--- src/rtl/trap_sequencer_if.sv ---
// Trap-source, PSR/PC snapshot and trap-entry write-back bundle between the pipeline and trap_sequencer.
// The pipeline drives sources and snapshot on master; the sequencer returns strobes and data on slave.
interface trap_sequencer_if #(
   parameter int NWIN  = 8,
   parameter int CWP_W = 3
);
   logic             inst_boundary;
   logic             illegal_instr;
   logic             priv_instr;
   logic             win_save;
   logic             win_restore;
   logic             tcond;
   logic [6:0]       trap_num;
   logic [3:0]       irl;
   logic             psr_et;
   logic             psr_s;
   logic [3:0]       psr_pil;
   logic [CWP_W-1:0] psr_cwp;
   logic [NWIN-1:0]  wim;
   logic [31:0]      pc;
   logic [31:0]      npc;

   logic             stall;
   logic             trap_taken;
   logic             psr_we;
   logic             psr_new_et;
   logic             psr_new_ps;
   logic             psr_new_s;
   logic [CWP_W-1:0] psr_new_cwp;
   logic             rf_we;
   logic [4:0]       rf_waddr;
   logic [31:0]      rf_wdata;
   logic             tbr_we;
   logic [7:0]       tbr_tt;
   logic             pc_redirect;
   logic             error_mode;

   modport master (
      output inst_boundary, illegal_instr, priv_instr, win_save, win_restore, tcond,
             trap_num, irl, psr_et, psr_s, psr_pil, psr_cwp, wim, pc, npc,
      input  stall, trap_taken, psr_we, psr_new_et, psr_new_ps, psr_new_s, psr_new_cwp,
             rf_we, rf_waddr, rf_wdata, tbr_we, tbr_tt, pc_redirect, error_mode
   );

   modport slave (
      input  inst_boundary, illegal_instr, priv_instr, win_save, win_restore, tcond,
             trap_num, irl, psr_et, psr_s, psr_pil, psr_cwp, wim, pc, npc,
      output stall, trap_taken, psr_we, psr_new_et, psr_new_ps, psr_new_s, psr_new_cwp,
             rf_we, rf_waddr, rf_wdata, tbr_we, tbr_tt, pc_redirect, error_mode
   );
endinterface

--- src/rtl/trap_sequencer.sv ---
// SPARC V8 trap entry: latches the top-priority trap at an instruction boundary, then PSR, %l1/%l2, TBR/redirect.
// Latency: accept at edge 0, trap_taken in cycle 1, vector in cycle 4; stall held in every non-IDLE state.
module trap_sequencer #(
   parameter int NWIN  = 8,
   parameter int CWP_W = 3
) (
   input logic             clk,
   input logic             rst_n,
   trap_sequencer_if.slave bus
);
   typedef enum logic [2:0] {
      IDLE     = 3'd0,
      PSR_UPD  = 3'd1,
      SAVE_PC  = 3'd2,
      SAVE_NPC = 3'd3,
      VECTOR   = 3'd4,
      ERROR    = 3'd5
   } state_t;

   typedef struct packed {
      logic             stall;
      logic             trap_taken;
      logic             psr_we;
      logic             psr_new_et;
      logic             psr_new_ps;
      logic             psr_new_s;
      logic [CWP_W-1:0] psr_new_cwp;
      logic             rf_we;
      logic [4:0]       rf_waddr;
      logic [31:0]      rf_wdata;
      logic             tbr_we;
      logic [7:0]       tbr_tt;
      logic             pc_redirect;
      logic             error_mode;
   } out_t;

   state_t           state;
   state_t           state_nxt;
   logic [7:0]       tt_q;
   logic [31:0]      pc_q;
   logic [31:0]      npc_q;
   logic             s_q;
   logic [CWP_W-1:0] cwp_q;
   logic [7:0]       tt_nxt;
   logic [31:0]      pc_nxt;
   logic [31:0]      npc_nxt;
   logic             s_nxt;
   logic [CWP_W-1:0] cwp_nxt;
   out_t             out_q;
   out_t             out_nxt;

   logic [CWP_W-1:0] cwp_dn;
   logic [CWP_W-1:0] cwp_up;
   logic [CWP_W-1:0] lat_cwp_dn;
   logic             ovf;
   logic             unf;
   logic             irq;
   logic             sync_trap;
   logic [7:0]       tt_sel;
   logic             accept;

   // Source evaluation against the current PSR snapshot
   always_comb begin
      cwp_dn    = (bus.psr_cwp == '0) ? CWP_W'(NWIN - 1) : bus.psr_cwp - 1'b1;
      cwp_up    = (bus.psr_cwp == CWP_W'(NWIN - 1)) ? '0 : bus.psr_cwp + 1'b1;
      ovf       = bus.win_save & bus.wim[cwp_dn];
      unf       = bus.win_restore & bus.wim[cwp_up];
      irq       = bus.psr_et & (bus.irl != 4'd0) &
                  ((bus.irl == 4'hF) | (bus.irl > bus.psr_pil));
      sync_trap = bus.illegal_instr | bus.priv_instr | ovf | unf | bus.tcond;
      if (bus.illegal_instr)    tt_sel = 8'h02;
      else if (bus.priv_instr)  tt_sel = 8'h03;
      else if (ovf)             tt_sel = 8'h05;
      else if (unf)             tt_sel = 8'h06;
      else if (bus.tcond)       tt_sel = {1'b1, bus.trap_num};
      else                      tt_sel = {4'h1, bus.irl};
   end

   always_ff @(posedge clk or negedge rst_n) begin
      if (!rst_n) begin
         state <= IDLE;
      end else begin
         state <= state_nxt;
      end
   end

   always_comb begin
      state_nxt = state;
      case (state)
         IDLE: begin
            if (bus.inst_boundary) begin
               if (sync_trap && !bus.psr_et) state_nxt = ERROR;
               else if (sync_trap || irq)    state_nxt = PSR_UPD;
            end
         end
         PSR_UPD:  state_nxt = SAVE_PC;
         SAVE_PC:  state_nxt = SAVE_NPC;
         SAVE_NPC: state_nxt = VECTOR;
         VECTOR:   state_nxt = IDLE;
         ERROR:    state_nxt = ERROR;
         default:  state_nxt = IDLE;
      endcase
   end

   // Trap context is captured only on the edge that enters PSR_UPD
   always_comb begin
      accept  = (state == IDLE) && (state_nxt == PSR_UPD);
      tt_nxt  = accept ? tt_sel       : tt_q;
      pc_nxt  = accept ? bus.pc       : pc_q;
      npc_nxt = accept ? bus.npc      : npc_q;
      s_nxt   = accept ? bus.psr_s    : s_q;
      cwp_nxt = accept ? bus.psr_cwp  : cwp_q;
   end

   always_ff @(posedge clk or negedge rst_n) begin
      if (!rst_n) begin
         tt_q  <= '0;
         pc_q  <= '0;
         npc_q <= '0;
         s_q   <= 1'b0;
         cwp_q <= '0;
      end else begin
         tt_q  <= tt_nxt;
         pc_q  <= pc_nxt;
         npc_q <= npc_nxt;
         s_q   <= s_nxt;
         cwp_q <= cwp_nxt;
      end
   end

   // Outputs decoded from the state being entered, so the register lines up with the state itself
   always_comb begin
      lat_cwp_dn = (cwp_nxt == '0) ? CWP_W'(NWIN - 1) : cwp_nxt - 1'b1;
      out_nxt    = '0;
      out_nxt.stall = (state_nxt != IDLE);
      case (state_nxt)
         PSR_UPD: begin
            out_nxt.trap_taken  = 1'b1;
            out_nxt.psr_we      = 1'b1;
            out_nxt.psr_new_et  = 1'b0;
            out_nxt.psr_new_ps  = s_nxt;
            out_nxt.psr_new_s   = 1'b1;
            out_nxt.psr_new_cwp = lat_cwp_dn;
         end
         SAVE_PC: begin
            out_nxt.rf_we    = 1'b1;
            out_nxt.rf_waddr = 5'd17;
            out_nxt.rf_wdata = pc_nxt;
         end
         SAVE_NPC: begin
            out_nxt.rf_we    = 1'b1;
            out_nxt.rf_waddr = 5'd18;
            out_nxt.rf_wdata = npc_nxt;
         end
         VECTOR: begin
            out_nxt.tbr_we      = 1'b1;
            out_nxt.tbr_tt      = tt_nxt;
            out_nxt.pc_redirect = 1'b1;
         end
         ERROR:   out_nxt.error_mode = 1'b1;
         default: ;
      endcase
   end

   always_ff @(posedge clk or negedge rst_n) begin
      if (!rst_n) begin
         out_q <= '0;
      end else begin
         out_q <= out_nxt;
      end
   end

   assign bus.stall       = out_q.stall;
   assign bus.trap_taken  = out_q.trap_taken;
   assign bus.psr_we      = out_q.psr_we;
   assign bus.psr_new_et  = out_q.psr_new_et;
   assign bus.psr_new_ps  = out_q.psr_new_ps;
   assign bus.psr_new_s   = out_q.psr_new_s;
   assign bus.psr_new_cwp = out_q.psr_new_cwp;
   assign bus.rf_we       = out_q.rf_we;
   assign bus.rf_waddr    = out_q.rf_waddr;
   assign bus.rf_wdata    = out_q.rf_wdata;
   assign bus.tbr_we      = out_q.tbr_we;
   assign bus.tbr_tt      = out_q.tbr_tt;
   assign bus.pc_redirect = out_q.pc_redirect;
   assign bus.error_mode  = out_q.error_mode;
endmodule

--- src/flat_wrapper.sv ---
// flat-port wrapper written by rule: the top's interface ports become plain ports
module trap_sequencer_flat 
#(
   parameter int NWIN  = 8,
   parameter int CWP_W = 3
)
  (clk, rst_n, bus_inst_boundary, bus_illegal_instr, bus_priv_instr, bus_win_save, bus_win_restore, bus_tcond, bus_trap_num, bus_irl, bus_psr_et, bus_psr_s, bus_psr_pil, bus_psr_cwp, bus_wim, bus_pc, bus_npc, bus_stall, bus_trap_taken, bus_psr_we, bus_psr_new_et, bus_psr_new_ps, bus_psr_new_s, bus_psr_new_cwp, bus_rf_we, bus_rf_waddr, bus_rf_wdata, bus_tbr_we, bus_tbr_tt, bus_pc_redirect, bus_error_mode);
  trap_sequencer_if #(.NWIN(NWIN), .CWP_W(CWP_W)) bus_i ();
  input logic clk;
  input logic rst_n;
  input wire logic [$bits(bus_i.inst_boundary)-1:0] bus_inst_boundary;
  input wire logic [$bits(bus_i.illegal_instr)-1:0] bus_illegal_instr;
  input wire logic [$bits(bus_i.priv_instr)-1:0] bus_priv_instr;
  input wire logic [$bits(bus_i.win_save)-1:0] bus_win_save;
  input wire logic [$bits(bus_i.win_restore)-1:0] bus_win_restore;
  input wire logic [$bits(bus_i.tcond)-1:0] bus_tcond;
  input wire logic [$bits(bus_i.trap_num)-1:0] bus_trap_num;
  input wire logic [$bits(bus_i.irl)-1:0] bus_irl;
  input wire logic [$bits(bus_i.psr_et)-1:0] bus_psr_et;
  input wire logic [$bits(bus_i.psr_s)-1:0] bus_psr_s;
  input wire logic [$bits(bus_i.psr_pil)-1:0] bus_psr_pil;
  input wire logic [$bits(bus_i.psr_cwp)-1:0] bus_psr_cwp;
  input wire logic [$bits(bus_i.wim)-1:0] bus_wim;
  input wire logic [$bits(bus_i.pc)-1:0] bus_pc;
  input wire logic [$bits(bus_i.npc)-1:0] bus_npc;
  output wire logic [$bits(bus_i.stall)-1:0] bus_stall;
  output wire logic [$bits(bus_i.trap_taken)-1:0] bus_trap_taken;
  output wire logic [$bits(bus_i.psr_we)-1:0] bus_psr_we;
  output wire logic [$bits(bus_i.psr_new_et)-1:0] bus_psr_new_et;
  output wire logic [$bits(bus_i.psr_new_ps)-1:0] bus_psr_new_ps;
  output wire logic [$bits(bus_i.psr_new_s)-1:0] bus_psr_new_s;
  output wire logic [$bits(bus_i.psr_new_cwp)-1:0] bus_psr_new_cwp;
  output wire logic [$bits(bus_i.rf_we)-1:0] bus_rf_we;
  output wire logic [$bits(bus_i.rf_waddr)-1:0] bus_rf_waddr;
  output wire logic [$bits(bus_i.rf_wdata)-1:0] bus_rf_wdata;
  output wire logic [$bits(bus_i.tbr_we)-1:0] bus_tbr_we;
  output wire logic [$bits(bus_i.tbr_tt)-1:0] bus_tbr_tt;
  output wire logic [$bits(bus_i.pc_redirect)-1:0] bus_pc_redirect;
  output wire logic [$bits(bus_i.error_mode)-1:0] bus_error_mode;
  assign bus_i.inst_boundary = bus_inst_boundary;
  assign bus_i.illegal_instr = bus_illegal_instr;
  assign bus_i.priv_instr = bus_priv_instr;
  assign bus_i.win_save = bus_win_save;
  assign bus_i.win_restore = bus_win_restore;
  assign bus_i.tcond = bus_tcond;
  assign bus_i.trap_num = bus_trap_num;
  assign bus_i.irl = bus_irl;
  assign bus_i.psr_et = bus_psr_et;
  assign bus_i.psr_s = bus_psr_s;
  assign bus_i.psr_pil = bus_psr_pil;
  assign bus_i.psr_cwp = bus_psr_cwp;
  assign bus_i.wim = bus_wim;
  assign bus_i.pc = bus_pc;
  assign bus_i.npc = bus_npc;
  assign bus_stall = bus_i.stall;
  assign bus_trap_taken = bus_i.trap_taken;
  assign bus_psr_we = bus_i.psr_we;
  assign bus_psr_new_et = bus_i.psr_new_et;
  assign bus_psr_new_ps = bus_i.psr_new_ps;
  assign bus_psr_new_s = bus_i.psr_new_s;
  assign bus_psr_new_cwp = bus_i.psr_new_cwp;
  assign bus_rf_we = bus_i.rf_we;
  assign bus_rf_waddr = bus_i.rf_waddr;
  assign bus_rf_wdata = bus_i.rf_wdata;
  assign bus_tbr_we = bus_i.tbr_we;
  assign bus_tbr_tt = bus_i.tbr_tt;
  assign bus_pc_redirect = bus_i.pc_redirect;
  assign bus_error_mode = bus_i.error_mode;
  trap_sequencer #(.NWIN(NWIN), .CWP_W(CWP_W)) u_core (.clk(clk), .rst_n(rst_n), .bus(bus_i));
endmodule
--- config.mk ---
export PLATFORM = sky130hd
export DESIGN_NAME = trap_sequencer_flat
export DESIGN_NICKNAME = d
export VERILOG_FILES = /design/src/rtl/trap_sequencer_if.sv /design/src/rtl/trap_sequencer.sv /design/src/flat_wrapper.sv
export SDC_FILE = /design/constraint.sdc
export NUM_CORES = 1
export LEC_CHECK = 0
export ABC_AREA = 1
export CAP_MARGIN = 15
export CORE_MARGIN = 2
export CORE_UTILIZATION = 35
export DETAILED_ROUTE_END_ITERATION = 8
export MAX_ROUTING_LAYER = met4
export SLEW_MARGIN = 20
export SYNTH_ARGS = -nofsm -noshare
export SYNTH_HDL_FRONTEND = slang
export SYNTH_SLANG_ARGS = --single-unit
export TNS_END_PERCENT = 30
--- constraint.sdc ---
create_clock -name clk -period 2.59 [get_ports clk]
set_clock_uncertainty 0.1 [all_clocks]
set_input_delay 0.777 -clock clk [delete_from_list [all_inputs] [get_ports clk]]
set_output_delay 0.777 -clock clk [all_outputs]
set_load 0.005 [all_outputs]
# == Yosys cells after proc, flatten, opt, wreduce, memory -nomap -nowiden ==
# Cells that the tools add are included.
# totals
regBits,137
out_inout_bits,58
# classes
mux,25
n_reduce_logical,9
eq_ne,11
magnitude_cmp,3
n_bitwise,9
addsub,3
# op_table
operator,n
38-bit case mux with 2 select lines,1
32-bit two-way mux,2
8-bit two-way mux,7
3-bit two-way mux,7
3-bit case mux with 5 select lines,1
3-bit by 2-bit == test with 1-bit output (second input constant),4
3-bit == test (second input constant),4
10-bit two-way mux,1
3-bit logical NOT,3
3-bit by 4-bit < comparator with 1-bit output (second input constant),2
1-bit binary-select mux with 3-bit select,2
3-bit by 1-bit == test with 1-bit output (second input constant),2
3-bit by 1-bit subtractor with 3-bit output (second input constant),2
1-bit OR,5
1-bit AND,4
4-bit == test (second input constant),1
4-bit greater-than comparator,1
1-bit two-way mux,4
4-bit nonzero test,1
3-bit by 1-bit adder with 3-bit output (second input constant),1
3-bit nonzero test,1
1-bit logical AND,2
1-bit logical NOT,1
1-bit logical OR,1

# == Depth between registers and ports, before layout ==
# Gate-level depths: netlist of the first run.
# depth
depth_word,19
mapped_depth,21
ltp_nobuf,20

# == Least setup slack after synthesis of the first run ==
# No wires, ideal clock.
# synth_timing
path_type,input port to flip-flop
start,in bus_psr_cwp[0]
end,"reg u_core.out_q, in the netlist u_core.bus.psr_new_cwp[2]"
path_stages,19
n_path_buf,2
slack_ps,-555
required_time_ps,2373
arrival_time_ps,2929
path_cell_list,buf_6 -> inv_2 -> ha_1 -> inv_1 -> nand3_1 -> nand3_1 -> nand3_2 -> nand2_1 -> inv_2 -> nand3_2 -> a21oi_4 -> nand3_1 -> buf_4 -> nand2_1 -> nand2_1 -> ha_1 -> nand3b_1 -> nor2_1 -> nor2_1
# synth_rtl
item,line_no,source
start: declaration,flat_wrapper.sv:22,input wire logic [$bits(bus_i.psr_cwp)-1:0] bus_psr_cwp;
end signal: assignment,trap_sequencer.sv:169,out_q <= out_nxt;
end: declaration,trap_sequencer.sv:49,out_t out_q;

==> results.py, run 1 <==
metrics = {
    "outcome": {
        "status": "complete, but fails checks",
        "violations": "setup timing",
    },
    "place": {
        "portBuffers": 154,
        "dp_hpwl_um": 10100,
        "gp_congestion": 0.931,
        "dp.cells": 992,
    },
    "global_routing": {
        "grt_max_degree": 62,
        "grt_pass1_vias": 5064,
        "antenna_found_initial": 3,
        "grtUsageTotal_pct": 19.0,
        "grt_overflow": 0,
        "grt_pass1_wl_um": 25400,
    },
    "job": {
        "drv_cap": 0,
    },
    "drt": {
        "routed_wl_um": 15800,
        "vias": 4924,
        "firstDrtPassIters": 4,
        "viasPerCell": 4.63,
        "wire_per_inst_um": 14.9,
        "ant_nets": 0,
        "drt_iter0_drc": 220,
        "drcViolationCount": 0,
    },
    "die": {
        "rows": 46,
        "die_y_um": 132,
        "pin_count": 158,
        "initial_utilization_pct": 35.8,
        "die_w_um": 132,
        "core_mm2": 0.0159,
        "dieArea_mm2": 0.0174,
    },
    "power_and_ir_drop": {
        "powerDensity_mw_per_mm2": 1310,
        "power_w": 0.0122,
        "cellLeakagePower_nw": 4.49,
        "peakVddDrop_uv": 627,
    },
    "yosys": {
        "synth.distinct_cells": 31,
        "ys.warnings.count": 0,
        "netlist_area_mm2": 0.00571,
        "ys_seq_area_share_pct": 56.5,
        "ys_ff_latch": 129,
        "synth_cells": 612,
        "avgSynthCellArea_um2": 9.33,
    },
    "cts": {
        "cts.sinks": 129,
        "clock_latency_ns": 0.41,
        "cts-root-buf": "clkbuf_16",
        "h-tree-depth": 4,
        "clk_pin_slew_worst_paths_ns": 0.05,
        "cts_tree": "yes",
        "clockBufferDepth": 2,
        "cts_buffers": 17,
    },
    "timing": {
        "finalMaxSlewViolations": 0,
        "timing.final.crit_share_pct": 113,
        "max_freq_mhz": 342,
        "maxSlewHeadroom_pct": 60.5,
        "hold_violations": 0,
        "rsz0062_at_grt": "yes",
        "worstMarginPinSlew_ns": 0.592,
        "final.min_clock_period_ns": 2.93,
        "setup_viol": 116,
        "timing.final.ws_setup_ns": -0.336,
    },
    "critical_path": {
        "worstReg2RegStart": "u_core.state[2]",
        "start_kind": "input pin",
        "crit_type": "in2reg",
        "cp-startpoint": "bus_psr_cwp[0]",
        "cp-end-kind": "register",
        "cp_data_required_time_ns": 2.85,
        "critical_path.max_fanout": 5,
        "cp.arrival_ns": 3.18,
    },
    "final_layout": {
        "final_cell_mix": "nand2_1 (153), clkdlybuf4s50_1 (141), dfrtp_1 (129)",
        "layout.cells.non_filler": 1063,
        "nets": 940,
        "area_growth_pct": 63.8,
        "layout-drive-gt1-share_pct": 29.6,
        "layout_commonest_cell": "nand2_1",
        "final.fill_count": 1318,
    },
    "min_path": {
        "min_path_type": "in2async",
    },
}
Yosys cell counts (all sizes together):
cell type  number  area [um^2]
nand3b          2         15.0
o21a           32          240
nand3          22          125
o31ai           3         37.5
nor3            5         35.0
mux2i           1         10.0
o211ai         32          240
ha              9          113
dfrtp         129         3230
nand4           9         56.3
inv            43          161
conb            1         3.75
clkbuf          7         27.5
a21oi           3         26.3
nor2           14         62.6
nand2         229          870
buf            27          193
o21ai           9         45.0
a21boi          2         15.0
or2            33          206
layout make-up:
cell class / count / area [um^2] / area share [%]
multi-input combinational: 408 / 2560 / 27.3
clock buffer: 22 / 484 / 5.18
timing repair buffer: 232 / 2510 / 26.9
sequential: 129 / 3230 / 34.5
clock inverter: 10 / 131 / 1.40
tap: 216 / 270 / 2.89
inverter: 43 / 164 / 1.75
antenna: 3 / 7.51 / 0.0802
sequential cells by signal, summed over array words and instances (netlist names), 3 cells and up:
name / count
u_core.state: 3
u_core.tt_q: 8
u_core.bus.rf_wdata: 32
u_core.bus.tbr_tt: 8
u_core.cwp_q: 3
u_core.bus.psr_new_cwp: 3
u_core.npc_q: 32
u_core.pc_q: 32
u_core.bus.rf_waddr: 3
worst paths after layout:
| kind | slack, ns | cells past startpoint | to |
|---|---|---|---|
| min reg2reg | 0.36 | 2 | u_core.pc_q[16] |
| min | 0.23 | 1 | u_core.bus.rf_wdata[4] |
| max in group asynchronous | 1.48 | 2 | u_core.bus.rf_wdata[28] |
| max reg2reg | 0.48 | 13 | u_core.bus.psr_new_cwp[2] |
| min in group clk | 0.36 | 2 | u_core.pc_q[16] |
| max | -0.34 | 21 | u_core.bus.psr_new_cwp[0] |
worst max-delay path: stages:
cell	delay, ns
buf_8	0.11
ha_4	0.15
ha_4	0.16
nor2_4	0.16
nand2_1	0.10
nand3_1	0.10
nand3_1	0.10
nand3_2	0.10
nand2_2	0.06
inv_2	0.07
buf_6	0.09
nand3_4	0.08
a21oi_4	0.21
buf_4	0.15
buf_6	0.10
nand4_1	0.11
buf_4	0.16
buf_4	0.12
buf_4	0.12
buf_4	0.12
inv_2	0.03
where the power goes:
group | leakage [nW] | total (W) | switching (W) | internal [W]
Sequential | 1.62 | 0.00309 | 0.000247 | 0.00285
Combinational | 2.57 | 0.00671 | 0.00306 | 0.00365
Clock | 0.306 | 0.00244 | 0.000835 | 0.00161
Total | 4.49 | 0.0122 | 0.00414 | 0.00811
per-stage QoR:
| step | setup TNS (ns) | util, % | hold WS, ns | worst slack [ns] | area [um^2] |
|---|---|---|---|---|---|
| 2_1_floorplan | -23.04 | - | 0.338 | -0.433 | 5840 |
| 3_3_place_gp | -102.97 | 49.0 | 0.353 | -0.956 | 7820 |
| 3_5_place_dp | -111.60 | 49.0 | 0.362 | -1.03 | 7820 |
| 4_1_cts | -7.22 | 57.1 | 0.250 | -0.173 | 9100 |
| 5_1_grt | -44.07 | 58.7 | 0.263 | -0.491 | 9360 |
| 6_report | -24.75 | 58.7 | 0.233 | -0.336 | 9360 |
cells by family (layout without fill, tap and decap cells):
logic type / Yosys count / count (layout) / share of synthesized area (%)
compound gates: 81 / 81 / 10.6
fa+ha+maj: 9 / 9 / 1.97
buf+inv: 77 / 307 / 6.68
flops: 129 / 129 / 56.5
mux: 1 / 1 / 0.175
other cells: 1 / 6 / 0.0657
simple gates: 314 / 314 / 24.0
repair_timing:
action,CTS,global route
resized for setup,105,59
cloned,8,3
hold buffers,0,0
hold endpoints to repair,0,0
setup buffers,22,7
pin swaps,66,51
setup endpoints to repair,123,118
routing by layer:
layer / vias to the layer above / global-route usage (%) / wire length [um]
met4: 0 / 6.22 / 180
met2: 148 / 30.9 / 7760
li1: 2416 / - / -
met3: 16 / 5.88 / 937
met5: - / - / 0
met1: 2344 / 22.7 / 6900
(Power assumes the default switching activity.)
==> inputs of run 2 (changes only) <==
--- a/config.mk
+++ b/config.mk
@@ -10,6 +10,7 @@
 export CORE_MARGIN = 2
 export CORE_UTILIZATION = 35
 export DETAILED_ROUTE_END_ITERATION = 8
+export GPL_TIMING_DRIVEN = 0
 export MAX_ROUTING_LAYER = met4
 export SLEW_MARGIN = 20
 export SYNTH_ARGS = -nofsm -noshare
==> run 2 against run 1 <==
Net effect:
- the flow still finishes with violations (setup timing)
- fmax increased by 1.7%
- die area unchanged
- sequential power increased by 2%
- critical path depth decreased by 2
- clock-buffer cell count unchanged
- routed wire length increased by 2.1%
- utilization decreased by 0.87 points
- register-to-register slack got worse by 0.53 ns
- design area decreased by 1.5%
- largest cell class unchanged
==> results.py, run 2 (synthesized netlist as in run 1, its figures left out) <==
metrics = {
    "place": {
        "gp_congestion": 0.850,
        "portBuffers": 154,
        "post_dp_cell_area_mm2": 0.00768,
        "dp_hpwl_um": 10800,
        "dp_worst_setup_slack_ns": -1.39,
    },
    "drt": {
        "wire_per_inst_um": 15.4,
        "wl_met2_um": 7970,
        "viasPerCell": 4.62,
        "routed.top_layer": "met4",
        "drcViolationCount": 0,
        "firstDrtPassIters": 4,
        "routed_wl_um": 16100,
        "drt_iter0_drc": 184,
        "met1_length_um": 7060,
        "vias": 4851,
        "ant_nets": 0,
        "met3_length_um": 962,
    },
    "critical_path": {
        "worstReg2RegStart": "u_core.state[1]",
        "rrSetupSlack_ns": -0.05,
        "cp-end-kind": "register",
        "cp.arrival_ns": 3.12,
        "regToRegEndpoint": "u_core.bus.rf_wdata[12]",
        "critical_path.max_fanout": 6,
        "crit_type": "in2reg",
        "critPathCapture": "u_core.bus.rf_wdata[12]",
        "cp_data_required_time_ns": 2.83,
        "start_kind": "input pin",
        "rr_worst_depth": 11,
        "cp-startpoint": "bus_psr_cwp[1]",
    },
    "global_routing": {
        "grt_max_degree": 77,
        "antenna_found_initial": 1,
        "grtUsageTotal_pct": 19.1,
        "grt_pass1_wl_um": 25300,
        "grt_pass1_vias": 4996,
        "grt_overflow": 0,
    },
    "job": {
        "drv_cap": 0,
    },
    "die": {
        "die_w_um": 132,
        "initial_utilization_pct": 35.8,
        "dieArea_mm2": 0.0174,
        "pin_count": 158,
        "core_mm2": 0.0159,
        "die_y_um": 132,
        "rows": 46,
    },
    "power_and_ir_drop": {
        "cellLeakagePower_nw": 4.38,
        "peakVddDrop_uv": 641,
        "powerDensity_mw_per_mm2": 1310,
    },
    "timing": {
        "setup_viol": 109,
        "timing.final.ws_setup_ns": -0.288,
        "final.min_clock_period_ns": 2.88,
        "worstMarginPinSlew_ns": 0.850,
        "timing.final.crit_share_pct": 111,
        "setup_tns_ns": -17.85,
        "max_freq_mhz": 347,
        "finalMaxSlewViolations": 0,
        "hold_violations": 0,
        "maxSlewHeadroom_pct": 43.2,
        "rsz0062_at_grt": "yes",
    },
    "final_layout": {
        "final_cell_mix": "clkdlybuf4s50_1 (143), nand2_1 (133), dfrtp_1 (129)",
        "layout-drive-gt1-share_pct": 29.6,
        "layout_commonest_cell": "clkdlybuf4s50_1",
        "fin_area_mm2": 0.00922,
        "area_growth_pct": 61.4,
        "nets": 928,
    },
    "cts": {
        "hold_buffers": 0,
        "clock_latency_ns": 0.40,
        "cts_tree": "yes",
        "cts-root-buf": "clkbuf_16",
        "h-tree-depth": 4,
        "clk_pin_slew_worst_paths_ns": 0.06,
        "cts.sinks": 129,
        "clockBufferDepth": 2,
        "cts_buffers": 17,
    },
    "outcome": {
        "status": "complete, but fails checks",
        "violations": "setup timing",
    },
    "min_path": {
        "min_path_type": "in2async",
    },
}
-- run 2: worst min path at each step --
stage	to	startpoint	slack (ns)	depth (start not counted)
after floorplan	u_core.pc_q[13]	u_core.pc_q[13]	0.34	2
after global routing	u_core.bus.rf_waddr[1]	rst_n	0.21	1
after global placement	u_core.pc_q[13]	u_core.pc_q[13]	0.36	2
after CTS	u_core.bus.rf_waddr[1]	rst_n	0.19	1
final	u_core.pc_q[4]	rst_n	0.19	1
after detailed placement	u_core.pc_q[13]	u_core.pc_q[13]	0.36	2
-- run 2: what timing repair did --
item,4_1_cts,5_1_grt
setup buffers,16,7
gates cloned,5,5
endpoints found under the hold margin,0,0
pin swaps,51,36
resized for setup,135,73
endpoints found under the setup margin,124,120
-- run 2: cell type report --
class                   count  area [um^2]
clock buffers              22          474
diodes                      1         2.50
fillers                  1372         6730
multi-input cells         408         2630
flip-flops and latches    129         3230
plain buffers              32          343
clock inverters            10         85.1
inverters                  43          164
repair buffers            188         2030
well taps                 216          270
-- run 2: metrics by stage --
step	hold WS [ns]	util, %	instances	power (W)
floorplan	0.338	-	614	0.00601
global placement	0.356	48.0	984	0.00749
detailed placement	0.359	48.2	985	0.00761
CTS	0.187	55.3	1037	0.0113
global route	0.211	57.8	1049	0.0129
finish	0.187	57.8	1049	0.0121
-- run 2: worst max-delay path, stage by stage --
cell,delay (ns)
buf_8,0.10
ha_4,0.15
ha_4,0.16
nor2_4,0.12
nand2_1,0.09
nand3_1,0.08
nand3b_1,0.11
nand3_2,0.13
nand2_2,0.07
inv_2,0.07
nand3_2,0.09
a21oi_4,0.22
inv_2,0.08
nor2_4,0.22
buf_6,0.17
buf_6,0.12
or2_1,0.13
o211ai_1,0.10
nand2_1,0.10
-- run 2: metal layers --
metal  GRT usage, %  up-vias
met4           4.71        0
met2           30.6      140
li1               -     2384
met3           5.50       12
met5              -        -
met1           24.0     2315
-- run 2: power by group --
group          switching (W)  internal, W
clock network       0.000843      0.00139
logic                0.00329      0.00345
registers           0.000289      0.00285
total                0.00442      0.00769
==> edit: new RTL, settings of run 2 <==
`CWP_W` is set to 3 in 3 places; all go to 6.
--- a/src/rtl/trap_sequencer_if.sv
+++ b/src/rtl/trap_sequencer_if.sv
@@ -4,3 +4,3 @@
    parameter int NWIN  = 8,
-   parameter int CWP_W = 3
+   parameter int CWP_W = 6
 );
--- a/src/rtl/trap_sequencer.sv
+++ b/src/rtl/trap_sequencer.sv
@@ -4,3 +4,3 @@
    parameter int NWIN  = 8,
-   parameter int CWP_W = 3
+   parameter int CWP_W = 6
 ) (
--- a/src/flat_wrapper.sv
+++ b/src/flat_wrapper.sv
@@ -4,3 +4,3 @@
    parameter int NWIN  = 8,
-   parameter int CWP_W = 3
+   parameter int CWP_W = 6
 )
Interface: changed (resized bus_psr_cwp and bus_psr_new_cwp); port bits go from 158 to 164. The function was not compared with the original's and may differ.
==> edit against run 2 <==
The run still ends with setup timing left; sequential share of layout area increased by 2.0 points; utilization about the same; cell area decreased by 1.1%; hold slack improved by 0.025 ns; setup slack improved by 0.050 ns; sequential cell count increased by 6; area after synthesis decreased by 1.8%; synthesized cell count decreased by 2.9%; non-clock buffer count increased by 13; via count increased by 1.3%; routed wire length decreased by 0.27%; critical path type unchanged; highest routed layer unchanged.
Power is not compared: it rests on default switching activity, and its combinational part moved more than twofold at a synthesized area within 25%.
==> edit: results (changes against run 2) <==
- Status: complete, but fails checks
- Failing checks: setup timing
- Post-Place Setup Slack: -1.41 ns (-0.0274 ns)
- Via count: 4912 (+1.3%)
- Syn avg cell area: 9.45 um^2 (+1.2%)
- Top FF cell, synth: dfrtp_1
- R2r setup slk: 0.03 ns (+0.08 ns)
- Post-CTS setup buffers: 34 (+18)
- Diodes inserted: 0 (-1)
- Reg-to-Reg Start: u_core.state[1]$_DFF_PN0_
- Num rows: 46 (unchanged)
- GRT met1 Usage: 0.238 (-0.00161)
- Synth top area cells: dfrtp_1, nand2_1, a22o_1, inv_1, nand3_1
- Nets: 928 (unchanged)
- GP Congestion: 0.862 (+1.4%)
- Tot GR Track Use: 0.202 (+0.0107)
- First-pass GRT wire length: 25.4 mm (+0.55%)
- Port-buffer cells: 160 (+3.9%)
- Worst Setup SP: bus_psr_cwp[0]
- Resize count post-CTS: 171 (+27%)
- DR iter-0 viols: 224 (+22%)
- Min setup slack post-route: -0.238 ns (+0.0498 ns)
- Fin Setup TNS: -9.22 ns (+8.63 ns)
- Ys Warns: 0 (unchanged)
- Area after DPL: 7600 um^2 (-1.1%)
- Sequential area share after synthesis: 0.602 (+0.0368)
- Drt wl/cell: 15.4 um (about the same)
- Post-synth cell types: 36 (+16%)
- Grt met3 use: 0.0570 (+0.00202)
- Layout cells sized above 1: 0.267 (-0.0282)
- WHS: 0.212 ns (+0.0255 ns)
- Post-synth top cells: nand2_1, dfrtp_1, inv_1
- Critical path's slowest cell: a22o_1
- Final HPWL DP: 10.8 mm (+0.13%)
- Slew margin rel.: 0.454 (+0.0220)
- Setup violators final: 72 (-34%)
- H-Tree Depth: 4 (unchanged)
- Path depth of the worst reg2reg path: 12 (+1)
- Vias in the first global route: 5091 (+1.9%)
- Max Root-Sink Buffers: 2 (unchanged)
- Crit path capture: u_core.bus.rf_wdata[29]$_DFF_PN0_
- Top delay family on crit path: simple AND/OR/NAND/NOR gates
- Arrival @ worst endpoint: 3.02 ns (-0.10 ns)
- Antenna violations before repair: 0 (-1)
- Fill cells: 1381 (+0.66%)
- GR Util met2: 0.333 (+0.0273)
- Pin count of the biggest net entering global routing: 70 (-9.1%)
- Final wirelength: 16.1 mm (-0.27%)
- Dpl cells: 973 (-1.2%)
edit: changes by cell type after synthesis, moves of 4 or more:
cell,change
o211ai_1,-31
or2_2,-23
or2_1,-10
nand3_1,+6
a22o_1,+34
dfrtp_1,+6
inv_1,+4
nor2_1,+4
nand2_1,+27
o21a_1,-32
edit: power by group through the flow:
stage	registers, W	logic [W]	clock network (W)
after floorplan	0.00215	0.0000874	0
after global placement	0.00215	0.000309	0
after detailed placement	0.00215	0.000322	0
after CTS	0.00211	0.000366	0.00243
after global routing	0.00211	0.000417	0.00254
final	0.00211	0.000385	0.00238
edit: kinds of logic (layout without fill, tap and decap cells):
family          after synthesis  count (layout)  share of synthesized area
other cells                   1               3                   0.000668
buf+inv                      79             312                     0.0658
compound gates               52              52                     0.0769
xor+xnor                      2               2                    0.00312
fa+ha+maj                     6               6                     0.0134
flops                       135             135                      0.602
simple gates                319             320                      0.238
edit: worst register-to-register path, cell delays in order, from the launching register on:
cell and delay (ns):
dfrtp_1 0.35, inv_1 0.12, nand2_1 0.09, nor2_1 0.45, nor2_1 0.36, nand3_4 0.21
buf_12 0.13, inv_8 0.04, buf_12 0.13, buf_8 0.14, nand2_2 0.06, nand2_2 0.06
a22o_1 0.21
edit: layout make-up:
cell class / instances / area [um^2] / area share
buffer: 29 / 263 / 0.0288
clock buffer: 21 / 460 / 0.0505
clock inverter: 9 / 126 / 0.0139
inverter: 49 / 210 / 0.0231
multi-input combinational: 383 / 2350 / 0.258
sequential: 135 / 3380 / 0.371
tap: 216 / 270 / 0.0296
timing repair buffer: 204 / 2060 / 0.226
edit: per-layer routing:
layer	vias up	part of all wire
met2	190	0.49
met1	2358	0.41
li1	2335	-
met5	-	0
met4	0	0.019
met3	29	0.077
